**config.mk**
```make
export PLATFORM = sky130hd
export DESIGN_NAME = pong_graphics_engine
export DESIGN_NICKNAME = d
export VERILOG_FILES = /design/src/rtl/pong_pkg.sv /design/src/rtl/pong_paddle_ctrl.sv /design/src/rtl/pong_graphics_engine.sv
export SDC_FILE = /design/constraint.sdc
export NUM_CORES = 1
export LEC_CHECK = 0
export BUFFER_PORTS_ARGS = -buffer_cell sky130_fd_sc_hd__buf_2
export CAP_MARGIN = 40
export CORE_MARGIN = 8
export CORE_UTILIZATION = 56
export DETAILED_ROUTE_END_ITERATION = 10
export GPL_TIMING_DRIVEN = 0
export PLACE_DENSITY = 0.73
export REMOVE_ABC_BUFFERS = 1
export SLEW_MARGIN = 20
export SYNTH_ARGS = -nofsm -noshare
export SYNTH_HDL_FRONTEND = slang
export SYNTH_SLANG_ARGS = --single-unit
export TNS_END_PERCENT = 10
```
**constraint.sdc**
```tcl
create_clock -name clock -period 6.92 [get_ports clock]
set_input_delay 0.692 -clock clock [delete_from_list [all_inputs] [get_ports clock]]
set_output_delay 0.692 -clock clock [all_outputs]
set_load 0.005 [all_outputs]
```
**src/rtl/pong_pkg.sv**
```systemverilog
// Shared geometry, colours and FSM encodings for the Pong pixel engine.
// All coordinates are 10-bit unsigned screen positions.
package pong_pkg;

  typedef logic [11:0] rgb_t;

  localparam logic [9:0] SCREEN_X_MAX = 10'd639;
  localparam logic [9:0] SCREEN_Y_MAX = 10'd479;
  localparam logic [9:0] FRAME_TICK_Y = 10'd481;

  localparam logic [9:0] WALL_X_L     = 10'd32;
  localparam logic [9:0] WALL_X_R     = 10'd35;
  localparam logic [9:0] PAD_X_L      = 10'd600;
  localparam logic [9:0] PAD_X_R      = 10'd603;
  localparam logic [9:0] PAD_Y_RESET  = 10'd204;

  localparam logic [9:0] BALL_LAST    = 10'd7;
  localparam logic [9:0] BALL_X_PARK  = 10'd320;
  localparam logic [9:0] BALL_Y_PARK  = 10'd240;
  // Ball counts as gone once its right edge would leave the visible area.
  localparam logic [9:0] MISS_X       = SCREEN_X_MAX - BALL_LAST;

  localparam rgb_t COLOR_OFF    = 12'h000;
  localparam rgb_t COLOR_BALL   = 12'hF00;
  localparam rgb_t COLOR_PADDLE = 12'h0F0;
  localparam rgb_t COLOR_WALL   = 12'h00F;

  localparam logic [1:0] ST_IDLE = 2'd0;
  localparam logic [1:0] ST_PLAY = 2'd1;
  localparam logic [1:0] ST_MISS = 2'd2;

  function automatic logic in_span(input logic [9:0] v, input logic [9:0] lo,
                                   input logic [9:0] hi);
    return (v >= lo) && (v <= hi);
  endfunction

endpackage

```
**src/rtl/pong_paddle_ctrl.sv**
```systemverilog
// Paddle vertical position: moves once per frame from the button levels,
// clamped so the whole paddle stays inside rows 0..479.
module pong_paddle_ctrl
  import pong_pkg::*;
#(
  parameter int PAD_V = 4,
  parameter int PAD_H = 72
) (
  input  logic       i_clock,
  input  logic       i_reset,
  input  logic       i_frame_tick,
  input  logic       i_btn_up,
  input  logic       i_btn_down,
  output logic [9:0] o_paddle_y
);

  localparam logic [9:0] C_V     = 10'(PAD_V);
  localparam logic [9:0] C_PH1   = 10'(PAD_H - 1);
  localparam logic [9:0] C_BOT_Y = SCREEN_Y_MAX - C_PH1;

  logic [9:0] r_paddle_y;
  logic [9:0] w_next_y;

  always_comb begin
    // NOTE: default assignment first so no path leaves w_next_y unassigned (no latch).
    w_next_y = r_paddle_y;
    if (i_btn_up && !i_btn_down) begin
      w_next_y = (r_paddle_y >= C_V) ? r_paddle_y - C_V : '0;
    end else if (i_btn_down && !i_btn_up) begin
      w_next_y = (r_paddle_y + C_PH1 + C_V <= SCREEN_Y_MAX) ? r_paddle_y + C_V : C_BOT_Y;
    end
  end

  always_ff @(posedge i_clock) begin
    if (!i_reset) begin
      r_paddle_y <= PAD_Y_RESET;
    end else if (i_frame_tick) begin
      r_paddle_y <= w_next_y;
    end
  end

  assign o_paddle_y = r_paddle_y;

endmodule

```
**src/rtl/pong_graphics_engine.sv**
```systemverilog
// One-player Pong pixel stage: game state updated once per frame, and a
// one-pixel registered RGB/sync pipe kept aligned with the timing generator.
module pong_graphics_engine
  import pong_pkg::*;
#(
  parameter int BALL_V    = 2,
  parameter int PAD_V     = 4,
  parameter int PAD_H     = 72,
  parameter int MISS_HOLD = 60
) (
  input  logic        clock,
  input  logic        reset,
  input  logic        pixel_tick,
  input  logic        video_on,
  input  logic [9:0]  pixel_x,
  input  logic [9:0]  pixel_y,
  input  logic        hsync_in,
  input  logic        vsync_in,
  input  logic        btn_up,
  input  logic        btn_down,
  input  logic        btn_start,
  output logic [11:0] rgb,
  output logic        hsync_out,
  output logic        vsync_out,
  output logic        hit,
  output logic        miss
);

  localparam logic [9:0] C_BV    = 10'(BALL_V);
  localparam logic [9:0] C_PH1   = 10'(PAD_H - 1);
  localparam logic [9:0] C_LEFT  = WALL_X_R + C_BV;
  localparam logic [9:0] C_BOT   = SCREEN_Y_MAX - C_BV;
  localparam int         CNT_W   = (MISS_HOLD > 1) ? $clog2(MISS_HOLD) : 1;
  localparam logic [CNT_W-1:0] C_HOLD_LAST = CNT_W'(MISS_HOLD - 1);

  logic [1:0]       r_state;
  logic [9:0]       r_ball_x, r_ball_y;
  logic             r_dx_neg, r_dy_neg;
  logic [CNT_W-1:0] r_miss_cnt;
  logic             r_hit, r_miss;
  rgb_t             r_rgb;
  logic             r_hsync, r_vsync;

  logic       w_frame_tick;
  logic [9:0] w_paddle_y;
  logic [9:0] w_ball_r, w_ball_b;
  logic       w_hit_top, w_hit_bot, w_hit_wall, w_hit_pad, w_exit;
  logic       w_dx_neg, w_dy_neg;
  logic       w_in_ball, w_in_pad, w_in_wall;
  rgb_t       w_color;

  assign w_frame_tick = pixel_tick && (pixel_x == '0) && (pixel_y == FRAME_TICK_Y);

  pong_paddle_ctrl #(
    .PAD_V (PAD_V),
    .PAD_H (PAD_H)
  ) u_paddle (
    .i_clock      (clock),
    .i_reset      (reset),
    .i_frame_tick (w_frame_tick),
    .i_btn_up     (btn_up),
    .i_btn_down   (btn_down),
    .o_paddle_y   (w_paddle_y)
  );

  // Collisions look at the current position and the paddle before its own update.
  assign w_ball_r   = r_ball_x + BALL_LAST;
  assign w_ball_b   = r_ball_y + BALL_LAST;
  assign w_hit_top  = r_ball_y <= C_BV;
  assign w_hit_bot  = w_ball_b >= C_BOT;
  assign w_hit_wall = r_ball_x <= C_LEFT;
  assign w_hit_pad  = in_span(w_ball_r, PAD_X_L, PAD_X_R) &&
                      (w_ball_b >= w_paddle_y) && (r_ball_y <= w_paddle_y + C_PH1);
  assign w_exit     = r_ball_x >= MISS_X;

  assign w_dx_neg = w_hit_wall ? 1'b0 : (w_hit_pad ? 1'b1 : r_dx_neg);
  assign w_dy_neg = w_hit_top  ? 1'b0 : (w_hit_bot ? 1'b1 : r_dy_neg);

  always_ff @(posedge clock) begin
    // NOTE: reset is synchronous -- it only takes effect on a clock edge and overrides every event.
    if (!reset) begin
      r_state    <= ST_IDLE;
      r_ball_x   <= BALL_X_PARK;
      r_ball_y   <= BALL_Y_PARK;
      r_dx_neg   <= 1'b1;
      r_dy_neg   <= 1'b0;
      r_miss_cnt <= '0;
      r_hit      <= 1'b0;
      r_miss     <= 1'b0;
    end else begin
      // NOTE: non-blocking assignments so every register here sees pre-edge values.
      r_hit  <= 1'b0;
      r_miss <= 1'b0;
      if (w_frame_tick) begin
        case (r_state)
          ST_IDLE: begin
            if (btn_start) r_state <= ST_PLAY;
          end
          ST_PLAY: begin
            if (w_exit) begin
              r_miss     <= 1'b1;
              r_state    <= ST_MISS;
              r_miss_cnt <= '0;
            end else begin
              r_dx_neg <= w_dx_neg;
              r_dy_neg <= w_dy_neg;
              r_ball_x <= w_dx_neg ? r_ball_x - C_BV : r_ball_x + C_BV;
              r_ball_y <= w_dy_neg ? r_ball_y - C_BV : r_ball_y + C_BV;
              r_hit    <= w_hit_pad;
            end
          end
          ST_MISS: begin
            if (r_miss_cnt == C_HOLD_LAST) begin
              r_state    <= ST_IDLE;
              r_ball_x   <= BALL_X_PARK;
              r_ball_y   <= BALL_Y_PARK;
              r_dx_neg   <= 1'b1;
              r_miss_cnt <= '0;
            end else begin
              r_miss_cnt <= r_miss_cnt + 1'b1;
            end
          end
          default: r_state <= ST_IDLE;
        endcase
      end
    end
  end

  assign w_in_ball = (r_state != ST_MISS) && in_span(pixel_x, r_ball_x, w_ball_r) &&
                     in_span(pixel_y, r_ball_y, w_ball_b);
  assign w_in_pad  = in_span(pixel_x, PAD_X_L, PAD_X_R) &&
                     in_span(pixel_y, w_paddle_y, w_paddle_y + C_PH1);
  assign w_in_wall = in_span(pixel_x, WALL_X_L, WALL_X_R) && (pixel_y <= SCREEN_Y_MAX);

  always_comb begin
    w_color = COLOR_OFF;
    if (!video_on)      w_color = COLOR_OFF;
    else if (w_in_ball) w_color = COLOR_BALL;
    else if (w_in_pad)  w_color = COLOR_PADDLE;
    else if (w_in_wall) w_color = COLOR_WALL;
  end

  // Colour and syncs share one register stage so they stay pixel-aligned.
  always_ff @(posedge clock) begin
    if (!reset) begin
      r_rgb   <= COLOR_OFF;
      r_hsync <= 1'b1;
      r_vsync <= 1'b1;
    end else if (pixel_tick) begin
      r_rgb   <= w_color;
      r_hsync <= hsync_in;
      r_vsync <= vsync_in;
    end
  end

  assign rgb       = r_rgb;
  assign hsync_out = r_hsync;
  assign vsync_out = r_vsync;
  assign hit       = r_hit;
  assign miss      = r_miss;

endmodule

```
==> impl_results.md <==
* Cells after Synth at 594
* Pin count of the biggest net entering global routing at 23
* Max incr delay on CP at 0.59 ns
* Startpoint types: flop
* R2r startpoint: u_paddle.o_paddle_y[2]
* Yosys cell types at 66
* GR Overflow Total at 0
* Clk slew on worst S/H paths at approximately 0.1 ns
* Initial Util at between 50% and 60%
* CTS sink cnt at between 40 and 50
* Chip width at 108 µm
* Post-synth EDFFs at 0
* Ant. Diodes at 0
* Via count at 4543
* Vias in the first global route at between 4000 and 5000
* Crit share post-route at 85.1%
* Cell Chain, Critical Path: ha_1 -> and3_1 -> xnor2_1 -> ha_1 -> o21a_1 -> o221ai_1 -> nand2_1 -> a2111oi_4 -> nor2_1 -> nor2_1 -> ha_1 -> a21o_1 -> a21oi_1 -> o21ai_0 -> o41ai_1 -> buf_1 -> nor4_1 -> a31o_1 -> mux2i_1 -> nand3_1
* CTS tree: yes
* I/O Pins at 45
* Max capacitance violation total at 0
* DR iter-0 viols at 288
* Gpl congestion at 0.950
* Antenna Violating Nets Remaining at 0
* Tmin final at around 5.9 ns
* Nets at 735
* Measured slew at the worst slew-check pin at 0.799 ns
* Clock H-tree levels at 2
* Post-cts sizing count at 0
* Top_reg_cell synth: dfxtp_1
* Max Slew Vio Count at 0
* Outcome: complete, no violations
* Hold Path Origin: r_miss_cnt[1]
* Most frequent cells in the layout: ha_1, nor2_1, a21oi_1, buf_2, dfxtp_1
* Storage element area at 861 µm²
* First-pass GRT wire length at 20900 µm
* Area occupied by multi-input gates at 0.00359 mm²
* Seq/Total Area, Yosys at between 10% and 20%
* Achievable Freq at 170 MHz
* Die area at 0.0117 mm²
* First drt pass iteration count at 5
* Worst path top cell family by delay: compound AO/OA/AOI/OAI gates
* Setup-failing EPs final at 0
* Port bufs at 44
* Class of the most critical setup path: reg -> reg
* Hold crit path type: reg -> reg
* Total wire length at 12800 µm
* Buffer depth of the longest clock path at 2
* Post-CTS Setup Bufs at 0
* Core Rows at 33
* Worst relative slew slack at 45.4%
* Critical Path RT at around 7.1 ns
* Cts bufs inserted at 5
* Worst vdd ir at approximately 0.087 mV
* Crit end category: flop
* Fill count at 759
* Later-pin clock latency in the skew report at 0.31 ns
* Crit-path slowest cell: xnor2_1
* Mapped Area at 0.00475 mm²
* Area growth, synth to finish at 6.56%
* Avg Inst Size Synth at roughly 8 µm²
* Unrepaired setup endpoints after global routing: no
* Flops & latches, synth at 43
* Skew final at 0.0108 ns
* Asr flop ratio synth at 0%
* Synth warn at 0
* Worst path buffer plus inverter count at 1
* Die height at 108 µm
* Power after layout at 517 µW
* Hold buffer count at cts at 0
* Root buf cell: clkbuf_8
* Layout cells sized above 1 at 11.6%
* Global Route Usage Sum at a little over a fifth
* CP startpoint: u_paddle.o_paddle_y[2]
* Highest fanout seen on the critical path at 10
* Hold Fails Final Rpt at 0
* Vias per cell at 6.25
* Leading cell type in the layout, fill and taps excluded: ha_1
* Most frequent CP cell: ha_1
* Core area at 0.00822 mm²
* Pwr/cell area at 102 mW/mm²
* Post-route DRC at 0
* Leak at 2.11 nW
* Initial antenna violation count at 0
* Final setup TNS at 0 ns
* CP arrival at 6.09 ns
* Detail Placement HPWL at 10300 µm
* WL/cell at 17.6 µm
==> worst paths after layout <==
| check | endpoint | slack [ns] | depth (start not counted) |
|---|---|---|---|
| max | r_ball_x[9] | 1.03 | 20 |
| min | r_miss_cnt[1] | 0.49 | 2 |
| max reg2reg | r_ball_x[9] | 1.03 | 20 |
| min reg2reg | r_miss_cnt[1] | 0.49 | 2 |
==> cell usage after synthesis (15+ instances only) <==
library cell,count,area (µm²)
o21ai_0,30,150
nand2_1,39,146
xnor2_1,26,228
a21oi_1,44,220
dfxtp_1,43,861
nor2_1,44,165
ha_1,84,1050
nand4_1,15,93.8
inv_1,41,154
nor3_1,19,95.1
nand3_1,18,90.1
==> through the flow <==
stage / hold slack, ns / util (%) / cells / cell area, µm² / setup slack (ns)
after floorplan: 0.444 / - / 568 / 4600 / 1.98
after global placement: 0.454 / 60.3 / 717 / 4960 / 1.07
after detailed placement: 0.472 / 60.4 / 718 / 4960 / 1.15
after CTS: 0.486 / 61.5 / 726 / 5050 / 1.11
after global routing: 0.509 / 61.6 / 727 / 5060 / 0.588
final: 0.491 / 61.6 / 727 / 5060 / 1.03
==> report_power, final <==
part           total [mW]  internal [mW]  switching [mW]
Clock               0.181         0.0745           0.106
Sequential          0.251          0.249         0.00179
Combinational      0.0849         0.0355          0.0494
Total               0.517          0.359           0.157
==> final cells by class <==
class / count / share of cell area (%)
clock inverter: 3 / 0.519
tap: 105 / 2.60
inverter: 41 / 3.04
clock buffer: 5 / 1.36
timing repair buffer: 46 / 4.53
sequential: 43 / 17.0
multi-input combinational: 484 / 70.9
==> cells by family (layout without fill, tap and decap cells) <==
| kind of cell | count (synthesis) | count (layout) | synth area share, % |
|---|---|---|---|
| xor+xnor | 36 | 36 | 6.80 |
| flops | 43 | 43 | 18.1 |
| fa+ha+maj | 85 | 85 | 22.6 |
| compound gates | 160 | 160 | 22.5 |
| simple gates | 197 | 197 | 22.5 |
| buf+inv | 67 | 95 | 6.27 |
| mux | 6 | 6 | 1.29 |
==> tightest hold or removal path, delay by kind of cell, from the launching register on <==
family | cells | cell delay, ns
AOI/OAI and AO/OA | 1 | 0.05
DFF | 1 | 0.34
and+or+nand+nor | 1 | 0.06
==> registers in the layout, indices dropped and copies added, names as in the netlist <==
signal and flops:
u_paddle.o_paddle_y 8, hsync_out 1, r_state 2, hit 1
miss 1, r_ball_y 9, r_dy_neg 1, r_miss_cnt 6
r_ball_x 9, rgb 3, r_dx_neg 1, vsync_out 1
==> routing by layer <==
| metal | GRT usage [%] | vias to the layer above | wire length (µm) |
|---|---|---|---|
| li1 | - | 2244 | - |
| met1 | 28.9 | 2115 | 5910 |
| met2 | 35.0 | 168 | 5670 |
| met3 | 4.70 | 16 | 1090 |
| met4 | 5.25 | 0 | 140 |
| met5 | 0 | - | 0 |
(Power assumes the default switching activity.)
